<file path="src/rtl/fpga2hps_rd_arb.sv">
// fpga2hps_rd_arb
// Two-requester read arbiter for the FPGA-to-HPS AXI3 slave port.
// Requester 0 (video scanout) and requester 1 (DMA/blitter) share the AR and
// R channels. AR is granted round-robin, limited to MAX_OUT outstanding bursts
// per requester. R beats are steered back combinationally by rid[0].
//
// Ports:
//   CLK, RST_N              clock, async active-low reset
//   mN_req_*                burst read request (valid/ready/addr/len), N=0,1
//   mN_r*                   read beat return (valid/ready/data/last/err)
//   fpga_to_hps_ar*         AXI3 AR channel master side
//   fpga_to_hps_r*          AXI3 R channel master side
//   protocol_err            sticky: rlast seen for a requester with nothing outstanding
module fpga2hps_rd_arb #(
  parameter int unsigned MAX_OUT = 4
) (
  input  logic        CLK,
  input  logic        RST_N,

  input  logic        m0_req_valid,
  output logic        m0_req_ready,
  input  logic [31:0] m0_req_addr,
  input  logic [3:0]  m0_req_len,
  output logic        m0_rvalid,
  input  logic        m0_rready,
  output logic [31:0] m0_rdata,
  output logic        m0_rlast,
  output logic        m0_rerr,

  input  logic        m1_req_valid,
  output logic        m1_req_ready,
  input  logic [31:0] m1_req_addr,
  input  logic [3:0]  m1_req_len,
  output logic        m1_rvalid,
  input  logic        m1_rready,
  output logic [31:0] m1_rdata,
  output logic        m1_rlast,
  output logic        m1_rerr,

  output logic        fpga_to_hps_arvalid,
  output logic [7:0]  fpga_to_hps_arid,
  output logic [31:0] fpga_to_hps_araddr,
  output logic [3:0]  fpga_to_hps_arlen,
  output logic [2:0]  fpga_to_hps_arsize,
  output logic [1:0]  fpga_to_hps_arburst,
  output logic [3:0]  fpga_to_hps_arcache,
  output logic [2:0]  fpga_to_hps_arprot,
  output logic [1:0]  fpga_to_hps_arlock,
  input  logic        fpga_to_hps_arready,

  input  logic        fpga_to_hps_rvalid,
  input  logic [7:0]  fpga_to_hps_rid,
  input  logic [1:0]  fpga_to_hps_rresp,
  input  logic [31:0] fpga_to_hps_rdata,
  input  logic        fpga_to_hps_rlast,
  output logic        fpga_to_hps_rready,

  output logic        protocol_err
);

  localparam logic [3:0] MAX_OUT_C = 4'(MAX_OUT);

  typedef enum logic {
    ST_IDLE  = 1'b0,
    ST_ISSUE = 1'b1
  } state_t;

  state_t           r_state;
  state_t           w_state_nxt;
  logic             r_last_grant;
  logic             r_ar_id;        // requester owning the AR currently held
  logic [31:0]      r_araddr;
  logic [3:0]       r_arlen;
  logic [1:0][3:0]  r_out_cnt;
  logic             r_protocol_err;

  logic [1:0]       w_elig;
  logic             w_gnt_vld;
  logic             w_gnt_id;
  logic             w_rready;
  logic [1:0]       w_inc;
  logic [1:0]       w_dec;

  assign w_elig[0] = m0_req_valid && (r_out_cnt[0] < MAX_OUT_C);
  assign w_elig[1] = m1_req_valid && (r_out_cnt[1] < MAX_OUT_C);

  // NOTE: every signal written here gets a default first so no path leaves it
  // unassigned; otherwise synthesis infers a latch.
  always_comb begin
    w_state_nxt = r_state;
    w_gnt_vld   = 1'b0;
    w_gnt_id    = 1'b0;
    case (r_state)
      ST_IDLE: begin
        if (w_elig[0] && w_elig[1]) begin
          // Tie: the requester that did not win last time goes next.
          w_gnt_vld = 1'b1;
          w_gnt_id  = ~r_last_grant;
        end else if (w_elig[0] || w_elig[1]) begin
          w_gnt_vld = 1'b1;
          w_gnt_id  = w_elig[1];
        end
        if (w_gnt_vld) w_state_nxt = ST_ISSUE;
      end
      ST_ISSUE: begin
        if (fpga_to_hps_arready) w_state_nxt = ST_IDLE;
      end
      default: w_state_nxt = ST_IDLE;
    endcase
  end

  assign m0_req_ready = w_gnt_vld && !w_gnt_id;
  assign m1_req_ready = w_gnt_vld &&  w_gnt_id;

  // NOTE: sequential state uses non-blocking assignments so every register
  // samples pre-edge values regardless of statement order.
  always_ff @(posedge CLK or negedge RST_N) begin
    if (!RST_N) begin
      r_state      <= ST_IDLE;
      r_last_grant <= 1'b1;
      r_ar_id      <= 1'b0;
      r_araddr     <= '0;
      r_arlen      <= '0;
    end else begin
      r_state <= w_state_nxt;
      if (w_gnt_vld) begin
        r_last_grant <= w_gnt_id;
        r_ar_id      <= w_gnt_id;
        r_araddr     <= w_gnt_id ? {m1_req_addr[31:2], 2'b00} : {m0_req_addr[31:2], 2'b00};
        r_arlen      <= w_gnt_id ? m1_req_len : m0_req_len;
      end
    end
  end

  // arvalid comes straight from the state register so an async reset drops it at once.
  assign fpga_to_hps_arvalid = (r_state == ST_ISSUE);
  assign fpga_to_hps_arid    = {7'b0, r_ar_id};
  assign fpga_to_hps_araddr  = r_araddr;
  assign fpga_to_hps_arlen   = r_arlen;
  assign fpga_to_hps_arsize  = 3'b010;
  assign fpga_to_hps_arburst = 2'b01;
  assign fpga_to_hps_arcache = 4'b0011;
  assign fpga_to_hps_arprot  = 3'b000;
  assign fpga_to_hps_arlock  = 2'b00;

  // R path: pure steering on rid[0], no storage.
  assign w_rready           = fpga_to_hps_rid[0] ? m1_rready : m0_rready;
  assign fpga_to_hps_rready = w_rready;
  assign m0_rvalid          = fpga_to_hps_rvalid && !fpga_to_hps_rid[0];
  assign m1_rvalid          = fpga_to_hps_rvalid &&  fpga_to_hps_rid[0];
  assign m0_rdata           = fpga_to_hps_rdata;
  assign m1_rdata           = fpga_to_hps_rdata;
  assign m0_rlast           = fpga_to_hps_rlast;
  assign m1_rlast           = fpga_to_hps_rlast;
  assign m0_rerr            = (fpga_to_hps_rresp != 2'b00);
  assign m1_rerr            = (fpga_to_hps_rresp != 2'b00);

  assign w_inc[0] = (r_state == ST_ISSUE) && fpga_to_hps_arready && !r_ar_id;
  assign w_inc[1] = (r_state == ST_ISSUE) && fpga_to_hps_arready &&  r_ar_id;
  assign w_dec[0] = fpga_to_hps_rvalid && w_rready && fpga_to_hps_rlast && !fpga_to_hps_rid[0];
  assign w_dec[1] = fpga_to_hps_rvalid && w_rready && fpga_to_hps_rlast &&  fpga_to_hps_rid[0];

  always_ff @(posedge CLK or negedge RST_N) begin
    if (!RST_N) begin
      r_out_cnt      <= '0;
      r_protocol_err <= 1'b0;
    end else begin
      for (int n = 0; n < 2; n++) begin
        if (w_inc[n] && !w_dec[n]) begin
          r_out_cnt[n] <= r_out_cnt[n] + 4'd1;
        end else if (w_dec[n] && !w_inc[n] && (r_out_cnt[n] != 4'd0)) begin
          r_out_cnt[n] <= r_out_cnt[n] - 4'd1;
        end
        // A burst completing for a requester with nothing outstanding is an
        // upstream bug; the count saturates at 0 and the flag latches.
        if (w_dec[n] && (r_out_cnt[n] == 4'd0)) r_protocol_err <= 1'b1;
      end
    end
  end

  assign protocol_err = r_protocol_err;

endmodule

</file>
<file path="config.mk">
export PLATFORM = sky130hd
export DESIGN_NAME = fpga2hps_rd_arb
export DESIGN_NICKNAME = d
export VERILOG_FILES = /design/src/rtl/fpga2hps_rd_arb.sv
export SDC_FILE = /design/constraint.sdc
export NUM_CORES = 1
export LEC_CHECK = 0
export CAP_MARGIN = 20
export CORE_ASPECT_RATIO = 1.25
export CORE_MARGIN = 5
export CORE_UTILIZATION = 33
export CTS_BUF_LIST = sky130_fd_sc_hd__clkbuf_8
export CTS_CLUSTER_DIAMETER = 60
export DETAILED_ROUTE_END_ITERATION = 12
export PLACE_DENSITY = 0.88
export SLEW_MARGIN = 20
export SYNTH_ARGS = -nofsm -noshare
export SYNTH_HDL_FRONTEND = slang
export SYNTH_SLANG_ARGS = --single-unit
</file>
<file path="constraint.sdc">
create_clock -name CLK -period 3.54 [get_ports CLK]
set_input_delay 0.708 -clock CLK [delete_from_list [all_inputs] [get_ports CLK]]
set_output_delay 0.708 -clock CLK [all_outputs]
set_load 0.02 [all_outputs]
</file>
==> summary.md, run 1 <==
| Metric | Value |
|---|---|
| Worst clock skew | 0.00947 ns |
| Max-slew headroom | 0.606 |
| Final setup fails | 0 |
| Max Fclk | 302 MHz |
| Pre-antenna DRT Iters | 4 |
| Share of cells above drive strength 1 | 0.0640 |
| Synth Area in Simple Gates | 0.142 |
| Worst slack, placed | 0.200 ns |
| Num ports | 256 |
| Vias in the first global route | 2647 |
| DR iter-0 viols | 87 |
| IO Port Bufs | 125 |
| Hold_buf cts | 0 |
| Fraction of the mapped netlist area in adder cells | 0.0290 |
| Fin crit period | 3.31 ns |
| Clock Sink Count | 46 |
| Ranking of synthesized cells by area | dfrtp_1 36%, buf_4 22%, a21boi_0 7.0%, nor2_1 5.2%, o21ai_1 4.8% |
| FF-to-FF setup slack | 1.38 ns |
| Post-synth EDFFs | 0 |
| Register area share after synthesis | 0.370 |
| Max IR drop VDD | 0.388 mV |
| Total Routing Usage GR | 0.142 |
| Area Overhead vs Synth | 27.1% |
| Die Wd | 96.8 um |
| Status | complete, no violations |
| Core Region | 9170 um^2 |
| DRC Markers | 0 |
| Crit end category | output port |
| Largest family of logic cells by synthesized area | buffers and inverters |
| Synth Warn # | 0 |
| Synth Register Bits | 46 |
| PnR worst setup slack | 0.230 ns |
| Row cnt | 39 |
| TNS Setup | 0 ns |
| CTS tree | yes |
| Initial core utilization | 0.339 |
| Post-CTS Setup Bufs | 0 |
| Critical path required time | 2.83 ns |
| Die Y | 119 um |
| FF-to-FF End | r_out_cnt[3] |
| Drt via density | 4.61 |
| Later-pin clock latency in the skew report | 0.30 ns |
| Dpl cells | 521 |
| GRT overflow | 0 |
| Hold Vio Cnt, Final | 0 |
| Final Hold Slack | 0.418 ns |
| Routed vias | 2437 |
| Yosys top cell area share | 0.362 |
| Mean routed wirelength per cell | 15.6 um |
| First-pass GRT wire length | 13500 um |
| Largest net degree at the start of global routing | 47 |
| Post-synth top area cell | dfrtp_1 |
| CP max FO | 2 |
| Antenna-violating nets left | 0 |
| Synth Area in Compound Gates | 0.164 |
| Placer Congestion | 0.821 |
| # H-tree levels | 2 |
| Gates resized, CTS repair | 0 |
| CTS root buf | clkbuf_8 |
| Ant. Diodes | 0 |
| FF-to-FF Start | fpga_to_hps_arvalid |
| Initial antenna violation count | 0 |
| Fin cells | 529 |
| Arrival @ worst endpoint | 2.60 ns |
| Worst r2r path cells | 8 |
| Synth cell types | 41 |
| FILL cells | 900 |
| Max cap viols | 0 |
| Xor/xnor share of the synthesized area | 0.00845 |
| Critical path class | primary input to output port |
| Maximum root-to-sink buffer count | 2 |
| Clk slew on worst S/H paths | 0.08 ns |
| Overall Power | 3.04 mW |
| CTS buffer count | 5 |
| RSZ-0062 raised after global routing | no |
| Asr flop ratio synth | 1.00 |
| Final Routed Wirelength | 8250 um |
| Critical path startpoint category | primary input |
| Final Max Tran Viols | 0 |
| Synth Instances | 351 |
| Power per Cell Area | 769 nW/um^2 |
| Synth Cell Area | 3110 um^2 |
| Worst-margin pin slew | 0.582 ns |
| Worst min path class | primary input to asynchronous set/reset pin |
| DP HPWL | 6230 um |
| Leakage | 1.69 nW |
| Die ar. | 11500 um^2 |
| Mapped Avg Cell Area | 8.86 um^2 |
| Ys flop type | dfrtp_1 |
| Nets@finish | 534 |
| Crit share post-route | 0.935 |
| Post-synthesis mux area share | 0.0310 |
## worst max path at each step
stage	startpoint	to	slack [ns]	cells past startpoint
after CTS	m1_req_valid	m1_req_ready	0.20	4
after floorplan	m1_req_valid	m1_req_ready	1.08	3
final	m1_req_valid	m1_req_ready	0.23	4
after global routing	m1_req_valid	m1_req_ready	0.16	4
after detailed placement	m1_req_valid	m1_req_ready	0.20	4
after global placement	m1_req_valid	m1_req_ready	0.24	4
## power breakdown
group / leakage, nW / internal (mW) / switching [mW] / total, mW
combinational: 1.07 / 0.796 / 0.920 / 1.72
sequential: 0.563 / 0.792 / 0.196 / 0.988
clock: 0.0524 / 0.155 / 0.178 / 0.333
total: 1.69 / 1.74 / 1.29 / 3.04
## synthesized netlist by cell type (4+ instances only)
| cell type | number |
|---|---|
| mux2i_1 | 4 |
| nand2_1 | 35 |
| ha_1 | 4 |
| a21boi_1 | 5 |
| o21ai_1 | 30 |
| inv_1 | 4 |
| nor2_1 | 43 |
| buf_4 | 91 |
| mux2_2 | 5 |
| a21boi_0 | 29 |
| dfrtp_1 | 45 |
| clkbuf_1 | 6 |
| o21ai_0 | 8 |
## cell usage in the layout (no fill, tap or decap), types with 2 or more instances in the layout
master             n
a21boi_1           5
inv_1              5
fa_1               2
a21o_1             2
nand2_1           35
ha_1               4
mux2i_1            4
nor3b_1            2
or2_2              2
and2_1             2
conb_1            23
buf_4              6
xor2_1             2
a21oi_1            3
nor2_1            42
clkdlybuf4s50_1  124
o21ai_0            8
clkbuf_8           6
mux2_2             5
a21boi_0          29
dfrtp_1           45
o21ai_1           30
nand3_1            3
## layout make-up
type | instances | area (um^2) | area share
Tap cell | 123 | 154 | 0.0389
Clock buffer | 6 | 82.6 | 0.0209
Timing Repair Buffer | 130 | 1290 | 0.325
Clock inverter | 2 | 8.76 | 0.00222
Sequential cell | 46 | 1150 | 0.292
Multi-Input combinational cell | 218 | 1250 | 0.317
Inverter | 4 | 15.0 | 0.00380
## per-stage QoR
step,area [um^2],utilization
after global placement,3860,0.421
after CTS,3950,0.431
after detailed placement,3860,0.421
after floorplan,3190,-
after global routing,3950,0.431
final,3950,0.431
## metal layers
metal | GRT usage | vias up | part of all wire
met4 | 0.0518 | 0 | 0.024
met2 | 0.256 | 107 | 0.51
li1 | - | 1151 | -
met1 | 0.160 | 1152 | 0.39
met5 | 0 | - | 0
met3 | 0.0389 | 27 | 0.068
## cells by family after synthesis
group / after synthesis
flops: 46
buf+inv: 108
mux: 9
xor+xnor: 3
simple gates: 98
fa+ha+maj: 6
other cells: 2
compound gates: 79
## worst max-delay path, stage by stage
cell and delay [ns]:
clkdlybuf4s50_1 0.48, or3b_4 0.41, a311oi_4 0.33, clkdlybuf4s50_1 0.67
## flip-flops by register name, summed over array words and instances, names as in the netlist
name	flops
fpga_to_hps_araddr	30
r_out_cnt	8
fpga_to_hps_arlen	4
fpga_to_hps_arvalid	1
protocol_err	1
r_ar_id	1
r_last_grant	1
Power figures use the tool's default switching activity.
==> inputs of run 2 (changes only) <==
--- a/config.mk
+++ b/config.mk
@@ -5,7 +5,6 @@
 export SDC_FILE = /design/constraint.sdc
 export NUM_CORES = 1
 export LEC_CHECK = 0
-export CAP_MARGIN = 20
 export CORE_ASPECT_RATIO = 1.25
 export CORE_MARGIN = 5
 export CORE_UTILIZATION = 33
==> constraint.sdc (replaced) <==
create_clock -name CLK -period 3.14 [get_ports CLK]
set_input_delay 0.628 -clock CLK [delete_from_list [all_inputs] [get_ports CLK]]
set_output_delay 0.628 -clock CLK [all_outputs]
set_load 0.02 [all_outputs]
==> summary.md, run 2 (same netlist as run 1, synthesis figures left out) <==
| Metric | Value |
|---|---|
| Vias in the first global route | 2632 |
| CP startpoint | m1_req_valid |
| Initial antenna violation count | 0 |
| Placer Congestion | 0.818 |
| Max reg flops | 30 |
| Power per Cell Area | 875 nW/um^2 |
| Status | complete, no violations |
| FF-to-FF Start | fpga_to_hps_arvalid |
| Max IR drop VDD | 0.731 mV |
| Critical path class | primary input to output port |
| Clock Sink Count | 46 |
| Maximum root-to-sink buffer count | 2 |
| Overall Power | 3.48 mW |
| Max Fclk | 331 MHz |
| First-pass GRT wire length | 13500 um |
| Final Routed Wirelength | 8210 um |
| Worst-margin pin slew | 1.06 ns |
| CTS root buf | clkbuf_8 |
| Die Wd | 96.8 um |
| Share of cells above drive strength 1 | 0.0688 |
| CP cell instances | clkdlybuf4s50_1 > or3b_4 > buf_4 > o21ai_2 > inv_1 > clkdlybuf4s50_1 |
| Antenna-violating nets left | 0 |
| Final setup fails | 0 |
| IO Port Bufs | 125 |
| Most frequent cells in the layout | 123 x clkdlybuf4s50_1, 45 x dfrtp_1, 42 x nor2_1 |
| Area Overhead vs Synth | 27.9% |
| GRT overflow | 0 |
| Arrival @ worst endpoint | 2.40 ns |
| Num ports | 256 |
| Pre-antenna DRT Iters | 4 |
| Row cnt | 39 |
| Largest net degree at the start of global routing | 47 |
| CP dominant cell by count | clkdlybuf4s50_1 |
| Total Routing Usage GR | 0.142 |
| Max cap viols | 0 |
| DR iter-0 viols | 65 |
| Ant. Diodes | 0 |
| Leakage | 1.70 nW |
| DRC Markers | 0 |
| Critical path required time | 2.51 ns |
| Routed vias | 2424 |
| TNS Setup | 0 ns |
| CTS buffer count | 5 |
| CTS tree | yes |
| Mean routed wirelength per cell | 15.5 um |
| RSZ-0062 raised after global routing | no |
| Worst path max stage delay | 0.54 ns |
| Initial core utilization | 0.339 |
| DP HPWL | 6220 um |
| Nets@finish | 535 |
| Drt via density | 4.57 |
| Core Region | 9170 um^2 |
| CP max FO | 3 |
| Dpl cells | 522 |
| Fin cells | 530 |
| Later-pin clock latency in the skew report | 0.29 ns |
| Max-slew headroom | 0.290 |
| Fin crit period | 3.02 ns |
| # H-tree levels | 2 |
| Worst clock skew | 0.00336 ns |
| Most common cell after layout, fill and taps aside | clkdlybuf4s50_1 |
| Critical path startpoint category | primary input |
| Crit share post-route | 0.963 |
| Crit end category | output port |
| Die Y | 119 um |
| Final Max Tran Viols | 0 |
| Critical-path top delay cell | clkdlybuf4s50_1 |
| Die ar. | 11500 um^2 |
| Hold Vio Cnt, Final | 0 |
| Worst min path class | primary input to asynchronous set/reset pin |
| Clk slew on worst S/H paths | 0.09 ns |
run 2: cell count changes in the layout (fill, tap and decap cells not counted):
cell,before,now
clkbuf_8,6,8
buf_4,6,7
clkdlybuf4s50_1,124,123
dlygate4sd2_1,0,1
inv_1,5,4
clkinv_2,1,0
run 2: final timing paths:
| path | endpoint | slack [ns] | cells after the start |
|---|---|---|---|
| setup / recovery | m0_req_ready | 0.12 | 6 |
| hold / removal | fpga_to_hps_araddr[7] | 0.34 | 1 |
| setup reg to reg | r_out_cnt[7] | 0.90 | 8 |
| hold reg to reg | fpga_to_hps_araddr[7] | 0.49 | 2 |
| max in group asynchronous | r_out_cnt[1] | 2.39 | 1 |
| min in group CLK | fpga_to_hps_araddr[7] | 0.49 | 2 |
run 2: final cells by class:
type                            count  area [um^2]
Clock buffer                        8          110
Fill cell                         915         5200
Inverter                            4         15.0
Multi-Input combinational cell    218         1250
Sequential cell                    46         1150
Tap cell                          123          154
Timing Repair Buffer              131         1290
run 2: where the power goes:
| part | internal [mW] | switching, mW | total [mW] |
|---|---|---|---|
| clock network | 0.223 | 0.205 | 0.427 |
| logic | 0.904 | 1.04 | 1.94 |
| registers | 0.893 | 0.221 | 1.11 |
| total | 2.02 | 1.46 | 3.48 |
run 2: what timing repair did:
item / CTS / global route
hold buffers: 0 / 0
buffers inserted: 0 / 0
endpoints found under the setup margin: 1 / 0
resized for setup: 1 / 0
run 2: worst max-delay path: cells and delay by family:
kind	cells	cell delay [ns]
buffers and inverters	4	1.24
and+or+nand+nor	1	0.40
AOI/OAI and AO/OA	1	0.12
run 2: per-stage QoR:
step	utilization	hold slack, ns	worst slack, ns	area (um^2)
floorplan	-	0.332	0.839	3190
global placement	0.421	0.466	0.0120	3870
detailed placement	0.421	0.474	-0.00561	3870
CTS	0.433	0.496	0.107	3980
global route	0.434	0.382	0.0419	3980
finish	0.434	0.335	0.117	3980
run 2: routing by layer:
layer | track usage | vias to the layer above | routed length [um]
met1 | 0.155 | 1155 | 3140
li1 | - | 1151 | -
met4 | 0.0465 | 0 | 160
met2 | 0.263 | 93 | 4370
met5 | 0 | - | 0
met3 | 0.0371 | 25 | 544
